===== config.mk =====
export PLATFORM = sky130hd
export DESIGN_NAME = bram_window_sequencer_flat
export DESIGN_NICKNAME = d
export VERILOG_FILES = /design/src/rtl/bram_window_sequencer_pkg.sv /design/src/rtl/bram_window_sequencer_if.sv /design/src/rtl/valid_delay_line.sv /design/src/rtl/bram_window_sequencer.sv /design/src/flat_wrapper.sv
export SDC_FILE = /design/constraint.sdc
export NUM_CORES = 1
export LEC_CHECK = 0
export CELL_PAD_IN_SITES_DETAIL_PLACEMENT = 1
export CELL_PAD_IN_SITES_GLOBAL_PLACEMENT = 2
export CORE_AREA = 2 2 89 91
export CTS_BUF_LIST = sky130_fd_sc_hd__clkbuf_8
export DETAILED_ROUTE_END_ITERATION = 8
export DIE_AREA = 0 0 91 93
export GPL_ROUTABILITY_DRIVEN = 0
export GPL_TIMING_DRIVEN = 0
export PLACE_DENSITY = 0.89
export SLEW_MARGIN = 5
export SYNTH_ARGS = -nofsm -noshare
export SYNTH_HDL_FRONTEND = slang
export SYNTH_HIERARCHICAL = 1
export SYNTH_SLANG_ARGS = --single-unit

===== constraint.sdc =====
create_clock -name clk -period 3.58 [get_ports clk]
set_input_delay 0.895 -clock clk [delete_from_list [all_inputs] [get_ports clk]]
set_output_delay 0.895 -clock clk [all_outputs]
set_load 0.02 [all_outputs]

===== src/rtl/bram_window_sequencer_pkg.sv =====
// Shared definitions for the BRAM window sequencer and its neighbours: sequencer state
// encoding and the default frame geometry / read latency.
package bram_window_sequencer_pkg;

  localparam int unsigned DefAddrW    = 16;
  localparam int unsigned DefNumWords = 65536;
  localparam int unsigned DefRdLat    = 1;

  typedef enum logic [2:0] {
    StIdle  = 3'd0,
    StLoad  = 3'd1,
    StRead  = 3'd2,
    StDrain = 3'd3,
    StDone  = 3'd4
  } seq_state_e;

endpackage


===== src/rtl/bram_window_sequencer_if.sv =====
// Control, BRAM-address and window-stream signals of the window sequencer.
// master: the sequencer itself; slave: the surrounding datapath / banks.
interface bram_window_sequencer_if
  import bram_window_sequencer_pkg::*;
#(
  parameter int unsigned ADDR_W = DefAddrW
);

  logic              start;
  logic              in_valid;
  logic              wr_en;
  logic [ADDR_W-1:0] wr_addr;
  logic              rd_en;
  logic [ADDR_W-1:0] rd_addr;
  logic              proc_ready;
  logic              win_valid;
  logic              win_last;
  logic              load_done;
  logic              frame_done;
  logic              busy;
  logic              drop_err;

  modport master (
    input  start, in_valid, proc_ready,
    output wr_en, wr_addr, rd_en, rd_addr, win_valid, win_last,
    output load_done, frame_done, busy, drop_err
  );

  modport slave (
    output start, in_valid, proc_ready,
    input  wr_en, wr_addr, rd_en, rd_addr, win_valid, win_last,
    input  load_done, frame_done, busy, drop_err
  );

endinterface


===== src/rtl/valid_delay_line.sv =====
// 1-bit shift register of DEPTH stages with synchronous active-low clear; aligns
// read-issue qualifiers with the BRAM read-data latency.
module valid_delay_line #(
  parameter int unsigned DEPTH = 1
) (
  input  logic clk,
  input  logic rst,
  input  logic d,
  output logic q
);

  logic [DEPTH-1:0] pipe_q;

  // Shift d through DEPTH stages; reset flushes every stage.
  always_ff @(posedge clk) begin
    if (!rst) begin
      pipe_q <= '0;
    end else begin
      pipe_q[0] <= d;
      for (int i = 1; i < int'(DEPTH); i++) begin
        pipe_q[i] <= pipe_q[i-1];
      end
    end
  end

  assign q = pipe_q[DEPTH-1];

endmodule


===== src/rtl/bram_window_sequencer.sv =====
// Loads one frame of pixel-triplet words into three BRAM banks (port A), then reads
// them back (port B) under processing-module flow control, flagging valid windows
// RD_LAT cycles after each read. No BRAM lives here; the parent wires the banks.
module bram_window_sequencer
  import bram_window_sequencer_pkg::*;
#(
  parameter int unsigned ADDR_W    = DefAddrW,
  parameter int unsigned NUM_WORDS = DefNumWords,
  parameter int unsigned RD_LAT    = DefRdLat
) (
  input  logic                    clk,
  input  logic                    rst,
  bram_window_sequencer_if.master bus
);

  // One spare bit so a full 2^ADDR_W frame is counted without wrapping.
  localparam int unsigned     CntW     = ADDR_W + 1;
  localparam logic [CntW-1:0] LastAddr = CntW'(NUM_WORDS - 1);

  seq_state_e      state_q, state_d;
  logic [CntW-1:0] wr_cnt_q, wr_cnt_d;
  logic [CntW-1:0] rd_cnt_q, rd_cnt_d;
  logic            load_done_q, load_done_d;
  logic            drop_err_q, drop_err_d;

  logic wr_fire;
  logic rd_fire;
  logic rd_last;
  logic win_valid;
  logic win_last;

  assign wr_fire = (state_q == StLoad) & bus.in_valid;
  assign rd_fire = (state_q == StRead) & bus.proc_ready;
  assign rd_last = rd_fire & (rd_cnt_q == LastAddr);

  // Next-state: counters stop on the last address so DONE shows the final addresses.
  always_comb begin
    state_d     = state_q;
    wr_cnt_d    = wr_cnt_q;
    rd_cnt_d    = rd_cnt_q;
    load_done_d = load_done_q;
    drop_err_d  = drop_err_q | (bus.in_valid & (state_q != StLoad));
    unique case (state_q)
      StIdle, StDone: begin
        if (bus.start) begin
          state_d     = StLoad;
          wr_cnt_d    = '0;
          rd_cnt_d    = '0;
          load_done_d = 1'b0;
        end
      end
      StLoad: begin
        if (wr_fire) begin
          if (wr_cnt_q == LastAddr) begin
            state_d     = StRead;
            load_done_d = 1'b1;
          end else begin
            wr_cnt_d = wr_cnt_q + CntW'(1);
          end
        end
      end
      StRead: begin
        if (rd_fire) begin
          if (rd_last) begin
            state_d = StDrain;
          end else begin
            rd_cnt_d = rd_cnt_q + CntW'(1);
          end
        end
      end
      StDrain: begin
        if (win_last) begin
          state_d = StDone;
        end
      end
      default: state_d = StIdle;
    endcase
  end

  // Sequencer state and counters, synchronous active-low reset.
  always_ff @(posedge clk) begin
    if (!rst) begin
      state_q     <= StIdle;
      wr_cnt_q    <= '0;
      rd_cnt_q    <= '0;
      load_done_q <= 1'b0;
      drop_err_q  <= 1'b0;
    end else begin
      state_q     <= state_d;
      wr_cnt_q    <= wr_cnt_d;
      rd_cnt_q    <= rd_cnt_d;
      load_done_q <= load_done_d;
      drop_err_q  <= drop_err_d;
    end
  end

  valid_delay_line #(
    .DEPTH (RD_LAT)
  ) u_valid_dly (
    .clk (clk),
    .rst (rst),
    .d   (rd_fire),
    .q   (win_valid)
  );

  valid_delay_line #(
    .DEPTH (RD_LAT)
  ) u_last_dly (
    .clk (clk),
    .rst (rst),
    .d   (rd_last),
    .q   (win_last)
  );

  assign bus.wr_en      = wr_fire;
  assign bus.wr_addr    = wr_cnt_q[ADDR_W-1:0];
  assign bus.rd_en      = rd_fire;
  assign bus.rd_addr    = rd_cnt_q[ADDR_W-1:0];
  assign bus.win_valid  = win_valid;
  assign bus.win_last   = win_last;
  assign bus.load_done  = load_done_q;
  // The last window always lands while draining, so this pulses once per frame.
  assign bus.frame_done = (state_q == StDrain) & win_last;
  assign bus.busy       = (state_q == StLoad) | (state_q == StRead) | (state_q == StDrain);
  assign bus.drop_err   = drop_err_q;

endmodule


===== src/flat_wrapper.sv =====
// flat-port wrapper written by rule: the top's interface ports become plain ports
module bram_window_sequencer_flat import bram_window_sequencer_pkg::*;
#(
  parameter int unsigned ADDR_W    = DefAddrW,
  parameter int unsigned NUM_WORDS = DefNumWords,
  parameter int unsigned RD_LAT    = DefRdLat
)
  (clk, rst, bus_start, bus_in_valid, bus_proc_ready, bus_wr_en, bus_wr_addr, bus_rd_en, bus_rd_addr, bus_win_valid, bus_win_last, bus_load_done, bus_frame_done, bus_busy, bus_drop_err);
  bram_window_sequencer_if #(.ADDR_W(ADDR_W)) bus_i ();
  input  logic clk;
  input  logic rst;
  input wire logic [$bits(bus_i.start)-1:0] bus_start;
  input wire logic [$bits(bus_i.in_valid)-1:0] bus_in_valid;
  input wire logic [$bits(bus_i.proc_ready)-1:0] bus_proc_ready;
  output wire logic [$bits(bus_i.wr_en)-1:0] bus_wr_en;
  output wire logic [$bits(bus_i.wr_addr)-1:0] bus_wr_addr;
  output wire logic [$bits(bus_i.rd_en)-1:0] bus_rd_en;
  output wire logic [$bits(bus_i.rd_addr)-1:0] bus_rd_addr;
  output wire logic [$bits(bus_i.win_valid)-1:0] bus_win_valid;
  output wire logic [$bits(bus_i.win_last)-1:0] bus_win_last;
  output wire logic [$bits(bus_i.load_done)-1:0] bus_load_done;
  output wire logic [$bits(bus_i.frame_done)-1:0] bus_frame_done;
  output wire logic [$bits(bus_i.busy)-1:0] bus_busy;
  output wire logic [$bits(bus_i.drop_err)-1:0] bus_drop_err;
  assign bus_i.start = bus_start;
  assign bus_i.in_valid = bus_in_valid;
  assign bus_i.proc_ready = bus_proc_ready;
  assign bus_wr_en = bus_i.wr_en;
  assign bus_wr_addr = bus_i.wr_addr;
  assign bus_rd_en = bus_i.rd_en;
  assign bus_rd_addr = bus_i.rd_addr;
  assign bus_win_valid = bus_i.win_valid;
  assign bus_win_last = bus_i.win_last;
  assign bus_load_done = bus_i.load_done;
  assign bus_frame_done = bus_i.frame_done;
  assign bus_busy = bus_i.busy;
  assign bus_drop_err = bus_i.drop_err;
  bram_window_sequencer #(.ADDR_W(ADDR_W), .NUM_WORDS(NUM_WORDS), .RD_LAT(RD_LAT)) u_core (.clk(clk), .rst(rst), .bus(bus_i));
endmodule

* Yosys cells after proc, flatten, opt, wreduce, memory -nomap -nowiden *
Index checks and enable logic that the tools add are counted.

cells by class
  $add $sub $neg = 2
  equal/unequal tests = 15
  muxes and demuxes = 18
  bitwise logic cells = 8
  reduce and logical (&&, ||, !) cells = 8

operators by type and width
  kind                                                               count
  17-bit 2-to-1 mux                                                  5
  17-bit case mux with 2 select lines                                2
  17-bit by 1-bit adder with 17-bit output, second input constant    2
  17-bit by 16-bit == test with 1-bit output, second input constant  2
  3-bit 2-to-1 mux                                                   6
  2-bit != test, second input constant                               7
  3-bit case mux with 4 select lines                                 1
  4-bit AND reduction                                                3
  3-bit by 2-bit == test with 1-bit output, second input constant    2
  6-bit AND reduction                                                1
  1-bit AND                                                          5
  2-bit nonzero test                                                 2
  3-bit by 1-bit == test with 1-bit output, second input constant    1
  3-bit == test, second input constant                               1
  3-bit zero test                                                    1
  1-bit 2-to-1 mux                                                   3
  3-bit by 1-bit != test with 1-bit output, second input constant    1
  1-bit bitwise OR                                                   3
  2-bit by 1-bit != test with 1-bit output, second input constant    1
  1-bit case mux with 2 select lines                                 1
  2-bit OR reduction                                                 1

word-level totals
  flip-flop bits (word level) = 41
  input bits = 5
  output and inout port bits = 40
  word-level logic and storage cells = 58

* Logic depth before layout (Yosys ltp) *
Gate-level depths: netlist (run 1).

  depth after elaboration = 6
  depth in mapped cells = 10
  mapped depth without buffers = 8

* Cells and area by module *
The synthesis (run 1) kept the hierarchy.

modules (own cells, without submodules)
  module                 instances  cells an instance  area each (um2)  sequential area each (um2)
  bram_window_sequencer  1          268                2219.6           780.7
  valid_delay_line       2          2                  26.3             20.0

* Worst setup path before layout (run 1) *
OpenSTA, ideal clock, no wires.

  path kind = input to output
  start point = input bus_proc_ready
  end point = output bus_rd_en
  data arrival time = 1673 ps
  setup slack = 1012 ps
  cell stages on the path = 1
  path buffers = 0
  cell sequence = nor4bb_1

between the ends
  word-level cells in the longest chain between the ends = 1

RTL lines
  what         RTL line                     source
  from (decl)  flat_wrapper.sv:14           input wire logic [$bits(bus_i.proc_ready)-1:0] bus_proc_ready;
  1-bit AND    bram_window_sequencer.sv:33  assign rd_fire = (state_q == StRead) & bus.proc_ready;
  to (decl)    flat_wrapper.sv:17           output wire logic [$bits(bus_i.rd_en)-1:0] bus_rd_en;

No other way between the ends.

* Worst setup path in the final report (run 1) *
Ends and elaborated chain as after synthesis.

==> flow_metrics.env, run 1 <==
export IMPL_run_status="finished clean"
export IMPL_fmax_mhz=291
export IMPL_dp_hpwl_um=4260
export IMPL_setup_viol=0
export IMPL_maxSlewViolCount=0
export IMPL_drv_cap=0
export IMPL_synth_top_area_share_pct=36.1
export IMPL_ys_flop_type="dfxtp_1"
export IMPL_grt_pass1_vias=2032
export IMPL_post_synth_and_or_nand_nor_area_fraction_pct=24.3
export IMPL_initial_core_util_pct=30.2
export IMPL_dp_slack_ns=0.0810
export IMPL_grt_max_degree=13
export IMPL_cts_buffers=5
export IMPL_drt_wl_total_um=5720
export IMPL_critPathMaxFanout=4
export IMPL_powerDensity_nw_per_um2=412
export IMPL_antenna_diode_count=0
export IMPL_ys_ff_latch=41
export IMPL_syn_mean_instance_area_um2=8.35
export IMPL_cts_sinks=41
export IMPL_drive_gt1_share_pct=14.8
export IMPL_postCtsHoldBufs=0
export IMPL_syn_cell_area_um2=2270
export IMPL_cp_start_kind="input port"
export IMPL_avgViaCountPerCell=4.81
export IMPL_async_flop_share_pct=0
export IMPL_ant_nets=0
export IMPL_grt_pass1_wl_um=9630
export IMPL_grtUsageTotal_pct=14.0
export IMPL_final_common_cell="clkdlybuf4s50_1"
export IMPL_cts_buffer_depth=2
export IMPL_areaGrowthSynthToFinish_pct=29.5
export IMPL_dr_total_vias=2048
export IMPL_critical_path_arrival_ns=2.55
export IMPL_synth_top_family_by_area="simple AND/OR/NAND/NOR gates"
export IMPL_die_area_um2=8460
export IMPL_drt_iter0_drc=73
export IMPL_reg2reg_depth=10
export IMPL_cts_setup_buffers=0
export IMPL_cp_end_kind="output pin"
export IMPL_syn_nets=281
export IMPL_hold_path_depth=2
export IMPL_leakagePower_nw=1.06
export IMPL_netlist_instances=272
export IMPL_ys_types=45
export IMPL_antenna_found_initial=0
export IMPL_seq_area_frac_synth_pct=36.1
export IMPL_die_height_um=93
export IMPL_setup_tns_final_ns=0
export IMPL_rows=32
export IMPL_cp_required_ns=2.68
export IMPL_gr_total_overflow=0
export IMPL_tightest_slew_ns=0.758
export IMPL_finalCriticalPeriod_ns=3.44
export IMPL_path_class="input port to output pin"
export IMPL_dr_pass1_iters=4
export IMPL_numPortBuffers=44
export IMPL_finalHoldViolations=0
export IMPL_ir_drop_uv=227
export IMPL_final_period_utilization_pct=96.1
export IMPL_layout_setup_ws_ns=0.140
export IMPL_die_w_um=91
export IMPL_final_util_pct=39.1
export IMPL_cts_max_level=2
export IMPL_drc=0
export IMPL_synth_fa_ha_area_share_pct=2.20
export IMPL_nets=332
export IMPL_yosysWarnings=6
export IMPL_ios=45
export IMPL_synth_top_cell_by_area="dfxtp_1"
export IMPL_cts_root_buf="clkbuf_8"
export IMPL_clkLatencyLatePin_ns=0.30
export IMPL_slew_headroom_pct=49.2
export IMPL_post_cts_resized=0
export IMPL_cts_reportedPaths_clkPinSlew_ns=0.08
export IMPL_tritoncts="yes"
export IMPL_layout_common_cells="44 x clkdlybuf4s50_1, 41 x dfxtp_1, 32 x buf_4"
export IMPL_synth_edf_count=0
export IMPL_synth_area_mux_share_pct=2.20
export IMPL_clock_skew_ns=0.00808
export IMPL_hold_class="register to register"
export IMPL_synth_area_top_cells="dfxtp_1 36%, buf_4 11%, a21oi_1 4.0%"
export IMPL_wire_per_inst_um=13.4
export IMPL_core_area_um2=7530
export IMPL_rsz0062_at_grt="false"
export IMPL_synth_compound_area_share_pct=16.0
export IMPL_synth_xor_area_share_pct=4.24
export IMPL_holdWs_ns=0.489
[state kept, by name, summed over array words and instances (netlist names)]
| name | count |
|---|---|
| u_core/rd_cnt_q | 17 |
| u_core/state_q | 3 |
| u_core/bus.load_done | 1 |
| u_core/u_valid_dly/q | 1 |
| u_core/u_last_dly/q | 1 |
| u_core/bus.drop_err | 1 |
| u_core/wr_cnt_q | 17 |
[cell families after synthesis]
kind of cell / count (synthesis)
simple gates: 99
fa+ha+maj: 4
xor+xnor: 11
mux: 5
buf+inv: 57
compound gates: 55
flops: 41
[cell usage after synthesis, drive strengths merged, types with 2 or more instances]
| cell type | number |
|---|---|
| a2111oi | 2 |
| a211oi | 5 |
| a21oi | 18 |
| a22oi | 2 |
| and2 | 3 |
| and4 | 4 |
| buf | 38 |
| clkbuf | 6 |
| dfxtp | 41 |
| ha | 4 |
| inv | 12 |
| mux2i | 5 |
| nand2 | 15 |
| nand2b | 3 |
| nand3 | 12 |
| nand3b | 3 |
| nand4 | 5 |
| nor2 | 23 |
| nor2b | 3 |
| nor3 | 4 |
| o211ai | 5 |
| o21a | 2 |
| o21ai | 9 |
| o31ai | 7 |
| or3 | 8 |
| or4 | 9 |
| xnor2 | 9 |
| xor2 | 2 |
[stage by stage]
step,instance area [µm²],instances,total power [mW]
2_1_floorplan,2270,272,0.763
3_3_place_gp,2840,418,0.877
3_5_place_dp,2840,418,0.884
4_1_cts,2940,426,1.23
5_1_grt,2940,426,1.29
6_report,2940,426,1.21
[critical path: stages]
cell and delay [ns]:
clkdlybuf4s50_1 0.49, nor4bb_1 0.45, clkdlybuf4s50_1 0.71
[metal layers]
layer  vias up  part of all wire (%)  global-route usage, %
li1       1035                     -                      -
met1       968                    49                   18.1
met2        38                    46                   22.6
met3         7                   3.8                   3.38
met4         0                   1.6                   5.18
met5         -                     0                      0
[worst paths after layout]
path / startpoint / end / slack (ns)
setup / recovery: bus_proc_ready / bus_rd_en / 0.14
hold / removal: u_core/bus.drop_err / u_core/bus.drop_err / 0.49
setup reg to reg: u_core/rd_cnt_q[2] / u_core/rd_cnt_q[9] / 0.42
hold reg to reg: u_core/bus.drop_err / u_core/bus.drop_err / 0.49
[area by class of cell]
| cell class | count | area (µm²) |
|---|---|---|
| tap | 102 | 128 |
| sequential | 41 | 821 |
| inverter | 13 | 48.8 |
| fill | 936 | 4590 |
| multi-input combinational | 174 | 1110 |
| buffer | 44 | 290 |
| clock buffer | 7 | 96.3 |
| clock inverter | 1 | 5.00 |
| timing repair buffer | 44 | 440 |
[power breakdown]
part	switching [mW]	internal, mW	total, mW
Combinational	0.218	0.149	0.367
Clock	0.167	0.175	0.341
Sequential	0.0231	0.482	0.505
(Power assumes the default switching activity.)
==> run 2: changes to the inputs <==
--- a/config.mk
+++ b/config.mk
@@ -7,13 +7,13 @@
 export LEC_CHECK = 0
 export CELL_PAD_IN_SITES_DETAIL_PLACEMENT = 1
 export CELL_PAD_IN_SITES_GLOBAL_PLACEMENT = 2
-export CORE_AREA = 2 2 89 91
-export CTS_BUF_LIST = sky130_fd_sc_hd__clkbuf_8
+export CORE_AREA = 2 2 82 84
 export DETAILED_ROUTE_END_ITERATION = 8
-export DIE_AREA = 0 0 91 93
+export DIE_AREA = 0 0 84 86
+export DONT_BUFFER_PORTS = 1
 export GPL_ROUTABILITY_DRIVEN = 0
 export GPL_TIMING_DRIVEN = 0
-export PLACE_DENSITY = 0.89
+export PLACE_DENSITY = 0.86
 export SLEW_MARGIN = 5
 export SYNTH_ARGS = -nofsm -noshare
 export SYNTH_HDL_FRONTEND = slang
==> run 2 against run 1 <==
- utilization hardly changed
- routed wire length decreased by 8.1%
- fmax grew 11%
- flip-flop and latch count stayed put
- sequential power about the same
- via count fell by 6.8%
- worst hold slack gained 0.011 ns
- final area shrank 17%
- clock-buffer cell count unchanged
- first-iteration DRC count is 2.7% lower
- non-clock buffer count fell by 44
- critical path depth increased by 7
- largest cell class unchanged
==> flow_metrics.env, run 2 (same netlist as run 1, synthesis figures left out) <==
export IMPL_drt_wl_total_um=5260
export IMPL_layout_common_cells="41 x dfxtp_1, 32 x buf_4, 23 x nor2_1"
export IMPL_die_height_um=86
export IMPL_final_cell_area_um2=2450
export IMPL_fmax_mhz=323
export IMPL_drt_iter0_drc=71
export IMPL_cts_reportedPaths_clkPinSlew_ns=0.08
export IMPL_cts_buffer_depth=2
export IMPL_fillCellCount=785
export IMPL_nets=288
export IMPL_run_status="finished clean"
export IMPL_gr_total_overflow=0
export IMPL_dp_hpwl_um=3870
export IMPL_clock_skew_ns=0.00381
export IMPL_setup_viol=0
export IMPL_slew_headroom_pct=17.6
export IMPL_dp_cells=349
export IMPL_cts_sinks=41
export IMPL_tightest_slew_ns=1.22
export IMPL_wire_per_inst_um=14.8
export IMPL_drc=0
export IMPL_die_area_um2=7220
export IMPL_final_common_cell="dfxtp_1"
export IMPL_hp_start="u_core/rd_cnt_q[14]"
export IMPL_antenna_diode_count=0
export IMPL_postCtsHoldBufs=0
export IMPL_clkLatencyLatePin_ns=0.29
export IMPL_drv_cap=0
export IMPL_setup_tns_final_ns=0
export IMPL_r2r_end="u_core/rd_cnt_q[11]"
export IMPL_leakagePower_nw=0.893
export IMPL_ir_drop_uv=234
export IMPL_dpl_cell_area_um2=2370
export IMPL_cts_setup_buffers=0
export IMPL_cts_max_level=2
export IMPL_antenna_found_initial=0
export IMPL_hold_class="register to register"
export IMPL_layout_cells_non_filler=356
export IMPL_grt_max_degree=12
export IMPL_finalCriticalPeriod_ns=3.10
export IMPL_grtUsageTotal_pct=15.3
export IMPL_grt_pass1_wl_um=8920
export IMPL_grt_pass1_vias=1814
export IMPL_timing_rr_start="u_core/rd_cnt_q[2]"
export IMPL_core_area_um2=6280
export IMPL_cts_buffers=5
export IMPL_tritoncts="yes"
export IMPL_die_w_um=84
export IMPL_cp_startpoint="u_core/rd_cnt_q[2]"
export IMPL_ios=45
export IMPL_cts_root_buf="clkbuf_8"
export IMPL_cp_end_kind="register"
export IMPL_dr_pass1_iters=4
export IMPL_cp_start_kind="register"
export IMPL_hold_path_depth=2
export IMPL_hold_end="u_core/rd_cnt_q[14]"
export IMPL_initial_core_util_pct=36.2
export IMPL_path_class="register to register"
export IMPL_drive_gt1_share_pct=16.5
export IMPL_reg2reg_depth=10
export IMPL_maxSlewViolCount=0
export IMPL_areaGrowthSynthToFinish_pct=8.04
export IMPL_rows=29
export IMPL_cp_required_ns=3.74
export IMPL_critPathMaxFanout=10
export IMPL_ant_nets=0
export IMPL_dr_total_vias=1908
export IMPL_final_period_utilization_pct=86.6
export IMPL_powerDensity_nw_per_um2=463
export IMPL_post_cts_resized=0
export IMPL_top_regs="u_core/rd_cnt_q: 17 flops, u_core/wr_cnt_q: 17 flops, u_core/state_q: 3 flops"
export IMPL_power_mw=1.14
export IMPL_avgViaCountPerCell=5.36
export IMPL_critical_path_arrival_ns=3.26
export IMPL_finalHoldViolations=0
export IMPL_rsz0062_at_grt="false"
export IMPL_numPortBuffers=0
export IMPL_timing_reg2reg_setup_slack_ns=0.48
run 2: cell count changes in the layout (fill, tap and decap cells not counted):
cell | previous run | this run
clkinv_2 | 1 | 0
clkdlybuf4s50_1 | 44 | 0
clkbuf_1 | 6 | 7
clkbuf_8 | 7 | 6
run 2: how the worst max path moves through the flow:
| stage | endpoint |
|---|---|
| 5_1_grt | u_core/rd_cnt_q[9] |
| 3_5_place_dp | u_core/rd_cnt_q[7] |
| 2_1_floorplan | bus_rd_en |
| 4_1_cts | u_core/rd_cnt_q[11] |
| 3_3_place_gp | u_core/rd_cnt_q[11] |
| 6_report | u_core/rd_cnt_q[11] |
run 2: per-layer routing:
metal / track usage, % / routed length [µm]
met1: 21.0 / 2640
met2: 23.1 / 2320
met3: 4.04 / 225
met4: 5.28 / 75
met5: 0 / 0
run 2: per-stage QoR:
stage / utilization, % / setup WS [ns] / hold slack (ns)
after floorplan: - / 1.01 / 0.460
after global routing: 39.1 / 0.130 / 0.515
after global placement: 37.7 / 0.480 / 0.476
after CTS: 39.1 / 0.443 / 0.509
after detailed placement: 37.7 / 0.467 / 0.498
final: 39.1 / 0.481 / 0.500
run 2: critical path, stage by stage (launching register included):
cell and delay (ns):
dfxtp_1 0.46, and4_1 0.28, nand3_1 0.25, clkbuf_1 0.30
nor3_1 0.31, ha_1 0.26, and4bb_2 0.31, o21ai_1 0.19
clkbuf_1 0.36, or4_1 0.17, a21oi_1 0.06
run 2: layout make-up:
type | instances | area (µm²) | area share (%)
clock buffers | 7 | 86.3 | 3.52
flip-flops and latches | 41 | 821 | 33.4
plain buffers | 44 | 290 | 11.8
inverters | 13 | 48.8 | 1.99
well taps | 77 | 96.3 | 3.92
multi-input cells | 174 | 1110 | 45.3
run 2: power by group:
part	internal [mW]	switching, mW	leakage [nW]
clock network	0.153	0.165	0.0443
registers	0.482	0.0265	0.331
logic	0.106	0.203	0.517
total	0.741	0.394	0.893
==> run 3: changes to the inputs <==
--- a/config.mk
+++ b/config.mk
@@ -7,9 +7,9 @@
 export LEC_CHECK = 0
 export CELL_PAD_IN_SITES_DETAIL_PLACEMENT = 1
 export CELL_PAD_IN_SITES_GLOBAL_PLACEMENT = 2
-export CORE_AREA = 2 2 82 84
+export CORE_AREA = 3 3 83 85
 export DETAILED_ROUTE_END_ITERATION = 8
-export DIE_AREA = 0 0 84 86
+export DIE_AREA = 0 0 86 88
 export DONT_BUFFER_PORTS = 1
 export GPL_ROUTABILITY_DRIVEN = 0
 export GPL_TIMING_DRIVEN = 0
==> run 3 against run 2 <==
- utilization about the same
- highest routed layer unchanged
- clock skew up 0.0015 ns
- via count up 1.3%
- final area up 0.10%
- largest cell class unchanged
- sequential power about the same
- clock-buffer cell count down 1
- non-clock buffer count unchanged
- fmax down 1.3%
- global-route usage down 0.073 points
- largest power group unchanged
- combinational power about the same
- critical path depth unchanged
==> flow_metrics.env, run 3 (same netlist as run 1, synthesis figures left out) <==
export IMPL_postCtsHoldBufs=0
export IMPL_core_area_um2=6280
export IMPL_dr_total_vias=1933
export IMPL_maxSlewViolCount=0
export IMPL_nets=288
export IMPL_initial_core_util_pct=36.2
export IMPL_final_period_utilization_pct=87.7
export IMPL_tightest_slew_ns=0.764
export IMPL_cts_sinks=41
export IMPL_cts_buffer_depth=2
export IMPL_dp_cells=349
export IMPL_die_height_um=88
export IMPL_cp_required_ns=3.75
export IMPL_rsz0062_at_grt="false"
export IMPL_ios=45
export IMPL_layout_cells_non_filler=357
export IMPL_setup_tns_final_ns=0
export IMPL_run_status="finished clean"
export IMPL_grtUsageTotal_pct=15.2
export IMPL_avgViaCountPerCell=5.41
export IMPL_cp_end_kind="register"
export IMPL_clock_skew_ns=0.00532
export IMPL_path_class="register to register"
export IMPL_grt_pass1_vias=1871
export IMPL_holdWs_ns=0.506
export IMPL_drc=0
export IMPL_final_common_cell="dfxtp_1"
export IMPL_layout_setup_ws_ns=0.441
export IMPL_ant_nets=0
export IMPL_cts_buffers=5
export IMPL_drt_wl_total_um=5460
export IMPL_drt_iter0_drc=118
export IMPL_finalHoldViolations=0
export IMPL_wire_per_inst_um=15.3
export IMPL_die_area_um2=7570
export IMPL_hold_path_depth=2
export IMPL_powerDensity_nw_per_um2=457
export IMPL_reg2reg_depth=10
export IMPL_cts_reportedPaths_clkPinSlew_ns=0.08
export IMPL_dp_slack_ns=0.436
export IMPL_cts_setup_buffers=0
export IMPL_leakagePower_nw=0.894
export IMPL_grt_max_degree=13
export IMPL_ir_drop_uv=266
export IMPL_areaGrowthSynthToFinish_pct=8.15
export IMPL_finalCriticalPeriod_ns=3.14
export IMPL_die_w_um=86
export IMPL_dr_pass1_iters=4
export IMPL_fillCellCount=785
export IMPL_antenna_found_initial=0
export IMPL_rows=29
export IMPL_top_regs="u_core/rd_cnt_q: 17 flops, u_core/wr_cnt_q: 17 flops, u_core/state_q: 3 flops"
export IMPL_critical_path_arrival_ns=3.31
export IMPL_post_cts_resized=0
export IMPL_tritoncts="yes"
export IMPL_cts_root_buf="clkbuf_8"
export IMPL_setup_viol=0
export IMPL_slew_headroom_pct=48.3
export IMPL_clkLatencyLatePin_ns=0.30
export IMPL_cp_start_kind="register"
export IMPL_layout_common_cells="41 x dfxtp_1, 32 x buf_4, 23 x nor2_1"
export IMPL_numPortBuffers=0
export IMPL_drive_gt1_share_pct=17.1
export IMPL_timing_reg2reg_setup_slack_ns=0.44
export IMPL_gr_total_overflow=0
export IMPL_hold_class="register to register"
export IMPL_dp_hpwl_um=4000
export IMPL_critPathMaxFanout=10
export IMPL_fmax_mhz=319
export IMPL_antenna_diode_count=0
export IMPL_grt_pass1_wl_um=9070
export IMPL_drv_cap=0
export IMPL_cts_max_level=2
==> run 3: cell count changes in the layout (fill, tap and decap cells not counted) <==
cell      previous run  this run
clkbuf_8             6         5
clkinv_2             0         2
nor4bb_1             1         0
nor4bb_2             0         1
==> run 3: layout make-up <==
cell class	instances	area, µm²	share of cell area [%]
Sequential cell	41	821	33.4
Clock buffer	6	72.6	2.95
Buffer	44	290	11.8
Clock inverter	2	10.0	0.407
Inverter	13	48.8	1.99
Tap cell	77	96.3	3.92
Multi-Input combinational cell	174	1120	45.5
==> run 3: worst paths after layout <==
kind,startpoint,endpoint
worst max-delay path,u_core/rd_cnt_q[2],u_core/rd_cnt_q[7]
worst min-delay path,u_core/wr_cnt_q[9],u_core/wr_cnt_q[9]
worst max register to register,u_core/rd_cnt_q[2],u_core/rd_cnt_q[7]
worst min register to register,u_core/wr_cnt_q[9],u_core/wr_cnt_q[9]
==> run 3: power by group <==
group,internal (mW),leakage (nW),switching [mW]
clock network,0.135,0.0450,0.167
registers,0.482,0.331,0.0273
logic,0.108,0.518,0.204
total,0.725,0.894,0.399
==> run 3: critical path, stage by stage, from the launching register on <==
cell and delay (ns):
dfxtp_1 0.46, and4_1 0.28, nand3_1 0.24, clkbuf_1 0.31, nor3_1 0.31, ha_1 0.26, and4bb_2 0.31, o21ai_1 0.20
clkbuf_1 0.38, or3_1 0.18, a21oi_1 0.06
==> run 3: per-layer routing <==
layer | wire length (µm) | global-route usage, % | vias to the layer above | share of wire, %
li1 | - | - | 954 | -
met1 | 2590 | 19.7 | 933 | 48
met2 | 2490 | 23.8 | 38 | 46
met3 | 268 | 4.52 | 8 | 4.9
met4 | 104 | 5.90 | 0 | 1.9
met5 | 0 | 0 | - | 0
==> run 3: metrics by stage <==
stage	area, µm²	utilization, %	power, mW
4_1_cts	2450	39.0	1.14
6_report	2460	39.1	1.12
3_5_place_dp	2370	37.7	0.832
2_1_floorplan	2270	-	0.763
5_1_grt	2460	39.1	1.21
3_3_place_gp	2370	37.7	0.825
==> RTL edit 1: new RTL, settings of run 1 <==
Re-encode `seq_state_e` (5 states) as one-hot, 5 bits wide.
--- a/src/rtl/bram_window_sequencer_pkg.sv
+++ b/src/rtl/bram_window_sequencer_pkg.sv
@@ -6,12 +6,12 @@
   localparam int unsigned DefNumWords = 65536;
   localparam int unsigned DefRdLat    = 1;
 
-  typedef enum logic [2:0] {
-    StIdle  = 3'd0,
-    StLoad  = 3'd1,
-    StRead  = 3'd2,
-    StDrain = 3'd3,
-    StDone  = 3'd4
+  typedef enum logic [4:0] {
+    StIdle  = 5'b00001,
+    StLoad  = 5'b00010,
+    StRead  = 5'b00100,
+    StDrain = 5'b01000,
+    StDone  = 5'b10000
   } seq_state_e;
 
 endpackage
Check against the original RTL: same outputs for any inputs over 10 cycles, from zero or initial values and one cycle with rst low; not proved beyond that.
==> RTL edit 1 against run 1 <==
  * Synthesized area is 11% higher
  * Count of clock-buffer cells in the layout is the same
  * Routed wire length increased by 11%
  * Sequential cell count up 2
  * Design area rose by 8.1%
  * Setup slack improved by 0.29 ns
  * Non-clock buffer count rose by 3
Power is not compared: it rests on default switching activity, and its combinational part moved more than twofold at a synthesized area within 25%.
==> RTL edit 1: results (changes against run 1) <==
Post-synth top cells = dfxtp_1, buf_4, nor2_1, xnor2_1, nand2_1 (was dfxtp_1, buf_4, nor2_1, a21oi_1, nand2_1)
Switch share = 0.2689
Largest regs = u_core/rd_cnt_q (17), u_core/wr_cnt_q (17), u_core/state_q (5) (was u_core/rd_cnt_q (17), u_core/wr_cnt_q (17), u_core/state_q (3))
Pre-CTS WS = 0.4324 ns (was 0.08097 ns)
Net Count, Synth = 305 (was 281)
Clock tree buffer depth = 2 (unchanged)
Initial DRC Count = 59 (was 73)
Logic pwr share = 0.140
Crit path largest cell delay = 0.61 ns (was 0.71 ns)
Top delay family on crit path = buffers and inverters (unchanged)
Final Cell Area = 3181 um2 (was 2942 um2)
CTS Root Cell = clkbuf_8 (unchanged)
Routed WL per cell = 14.07 um (was 13.42 um)
Vias in the first global route = 2329 (was 2032)
Clock Skew = 0.003616 ns (was 0.008080 ns)
Fillers = 928 (was 936)
Status = complete, no violations (unchanged)
Inst Count DP = 442 (was 418)
Total CTS buffers = 5 (unchanged)
Synthesized instance count = 296 (was 272)
First-pass GRT wire length = 11210 um (was 9625 um)
Syn. warnings = 6 (unchanged)
Pin count of the biggest net entering global routing = 13 (unchanged)
Share of cells above drive strength 1 = 0.1724 (was 0.1481)
Initial antenna violation count = 0 (unchanged)
Crit path DAT = 2.26 ns (was 2.55 ns)
Worst slew pin tran = 0.5763 ns (was 0.7576 ns)
HPWL after DPL = 4649 um (was 4262 um)
GRT Overall Usage = 0.1610 (was 0.1397)
Final Power = 0.9725 mW
Final non-filler cell total = 450 (was 426)
Post-CTS Setup Inserts = 0 (unchanged)
Asr flop ratio synth = 0 (unchanged)
DR vias = 2196 (was 2048)
Seq/Total Area, Yosys = 0.3426 (was 0.3612)
Top cells by area, synth = dfxtp_1, buf_4, xnor2_1 (was dfxtp_1, buf_4, a21oi_1)
Layout net count = 356 (was 332)
DP Area = 3080 um2 (was 2840 um2)
-- RTL edit 1: layout make-up --
class / instances / share of cell area
tap: 102 / 0.04013
sequential: 43 / 0.2707
clock buffer: 7 / 0.03029
timing repair buffer: 44 / 0.1385
buffer: 47 / 0.1039
multi-input combinational: 198 / 0.4060
inverter: 8 / 0.009441
clock inverter: 1 / 0.001180
-- RTL edit 1: worst min-delay path, delay by kind of cell, from the launching register on --
family | cells | cell delay, ns
compound gates | 1 | 0.05
flops | 1 | 0.33
buf+inv | 1 | 0.05
-- RTL edit 1: logic make-up (layout without fill, tap and decap cells) --
family | Yosys count | after routing | share of synthesized area
xor+xnor | 28 | 28 | 0.09761
compound gates | 51 | 51 | 0.1579
buf+inv | 55 | 107 | 0.1434
simple gates | 112 | 112 | 0.2261
fa+ha+maj | 4 | 4 | 0.01992
mux | 3 | 3 | 0.01245
flops | 43 | 43 | 0.3426
-- RTL edit 1: final timing paths --
kind | from | to | slack (ns) | cells after the start
hold reg to reg | u_core/bus.load_done$_SDFFE_PN0P_ | u_core/bus.load_done$_SDFFE_PN0P_ | 0.47 | 2
setup / recovery | bus_proc_ready | bus_rd_en | 0.43 | 3
setup reg to reg | u_core/rd_cnt_q[0]$_SDFFE_PN0P_ | u_core/rd_cnt_q[10]$_SDFFE_PN0P_ | 0.75 | 10
hold / removal | u_core/bus.load_done$_SDFFE_PN0P_ | u_core/bus.load_done$_SDFFE_PN0P_ | 0.47 | 2
-- RTL edit 1: per-layer routing --
metal | GRT usage | vias to the layer above | part of all wire
met4 | 0.04545 | 0 | 0.0093
met5 | 0 | - | 0
met3 | 0.02417 | 8 | 0.023
li1 | - | 1095 | -
met1 | 0.2031 | 1067 | 0.47
met2 | 0.2858 | 26 | 0.50
==> RTL edit 2: new RTL, settings of run 1 <==
Without the edit above. `DefAddrW`: 16 -> 15.
--- a/src/rtl/bram_window_sequencer_pkg.sv
+++ b/src/rtl/bram_window_sequencer_pkg.sv
@@ -2,7 +2,7 @@
 // encoding and the default frame geometry / read latency.
 package bram_window_sequencer_pkg;
 
-  localparam int unsigned DefAddrW    = 16;
+  localparam int unsigned DefAddrW    = 15;
   localparam int unsigned DefNumWords = 65536;
   localparam int unsigned DefRdLat    = 1;
 
Ports: changed (resized bus_rd_addr and bus_wr_addr); port bits go from 45 to 43. No check against the original RTL was run, so the function may have changed too.
==> RTL edit 2 against run 1 <==
  * Design area down 1.0%
  * Sequential cell count down 2
  * Synthesized area up 0.33%
  * Sequential share of layout area down 1.1 points
  * Setup slack better by 0.18 ns
  * Global-route usage up 1.2 points
  * Routed wire length up 9.7%
  * Critical path type unchanged
  * Critical endpoint is now bus_wr_en
  * Largest cell class unchanged
  * Highest routed layer unchanged
Power is not compared: it rests on default switching activity, and its combinational part moved more than twofold at a synthesized area within 25%.
==> RTL edit 2: results (changes against run 1) <==
Status = complete, no violations (unchanged)
First-pass GRT wire length = 10490 um (was 9625 um)
Crit path DAT = 2.37 ns (was 2.55 ns)
Met1 Routed Length = 3262 um (was 2800 um)
Crit path capture = bus_wr_en (was bus_rd_en)
FF-to-FF End = u_core/wr_cnt_q[13]$_SDFFE_PN0P_ (was u_core/rd_cnt_q[9]$_SDFFE_PN0P_)
Metal3 WL = 163 um (was 217 um)
Final non-filler cell total = 433 (was 426)
HPWL after DPL = 4620 um (was 4262 um)
Fraction of area in multi-input gates = 0.4113 (was 0.3781)
Met2 Track Usage GR = 0.2407 (was 0.2259)
Count of non-CTS buffers in the layout = 82 (was 88)
GRT Overall Usage = 0.1514 (was 0.1397)
Non-Clock Inverter Count = 7 (was 13)
Layout net count = 337 (was 332)
Reg2Reg Depth = 8 (was 10)
Max Fanout on Critical Path = 5 (was 4)
Vias in the first global route = 2165 (was 2032)
Fillers = 953 (was 936)
Post-synth top cells = dfxtp_1, buf_4, nor2_1, nand2_1, a21oi_1 (was dfxtp_1, buf_4, nor2_1, a21oi_1, nand2_1)
DP Area = 2828 um2 (was 2840 um2)
TritonCTS Sinks = 39 (was 41)
Net Count, Synth = 288 (was 281)
Crit path largest cell delay = 0.61 ns (was 0.71 ns)
Sequential cell area share = 0.2682 (was 0.2790)
Largest regs = u_core/rd_cnt_q (16), u_core/wr_cnt_q (16), u_core/state_q (3) (was u_core/rd_cnt_q (17), u_core/wr_cnt_q (17), u_core/state_q (3))
Hold Startpoint = u_core/wr_cnt_q[15]$_SDFFE_PN0P_ (was u_core/bus.drop_err$_SDFF_PN0_)
Post-layout min period = 3.263 ns (was 3.440 ns)
Clock Skew = 0.005456 ns (was 0.008080 ns)
Fin util = 0.3868 (was 0.3908)
Synthesized instance count = 281 (was 272)
Share of cells above drive strength 1 = 0.1631 (was 0.1481)
Met1 Use GR = 0.2120 (was 0.1810)
Pre-CTS WS = 0.2941 ns (was 0.08097 ns)
IO Port Bufs = 42 (was 44)
Die footprint = 8463 um2 (unchanged)
RR Startpoint = u_core/wr_cnt_q[0]$_SDFFE_PN0P_ (was u_core/rd_cnt_q[2]$_SDFFE_PN0P_)
Worst setup startpoint = bus_in_valid (was bus_proc_ready)
Routed wl met2 = 2779 um (was 2609 um)
Seq/Total Area, Yosys = 0.3425 (was 0.3612)
Peak supply drop = 0.0001297 V
Via density = 5.076 (was 4.808)
Clock Buffer Count = 5 (was 7)
Top cells by area, synth = dfxtp_1, buf_4, nor2_1 (was dfxtp_1, buf_4, a21oi_1)
Hold EP = u_core/wr_cnt_q[15]$_SDFFE_PN0P_ (was u_core/bus.drop_err$_SDFF_PN0_)
Met3 Usage GRT = 0.02498 (was 0.03384)
==> RTL edit 2: cells by family (layout without fill, tap and decap cells) <==
kind of cell | Yosys count | count (layout) | share of synthesized area
and+or+nand+nor | 122 | 122 | 0.2854
AOI/OAI and AO/OA | 61 | 61 | 0.1894
buffers and inverters | 47 | 97 | 0.1323
DFF | 39 | 39 | 0.3425
xor gates and xnor gates | 8 | 8 | 0.03074
adders and majority gates | 2 | 2 | 0.01098
muxes | 2 | 2 | 0.008782
==> RTL edit 2: report_power, final <==
| group | switching [mW] | total [mW] | internal, mW |
|---|---|---|---|
| Combinational | 0.0618 | 0.0965 | 0.0347 |
| Clock | 0.166 | 0.300 | 0.134 |
| Sequential | 0.00283 | 0.439 | 0.436 |
==> RTL edit 2: worst min-delay path, delay by kind of cell (launching register included) <==
kind,cells,cell delay (ns)
compound gates,1,0.05
flops,1,0.33
simple gates,1,0.06
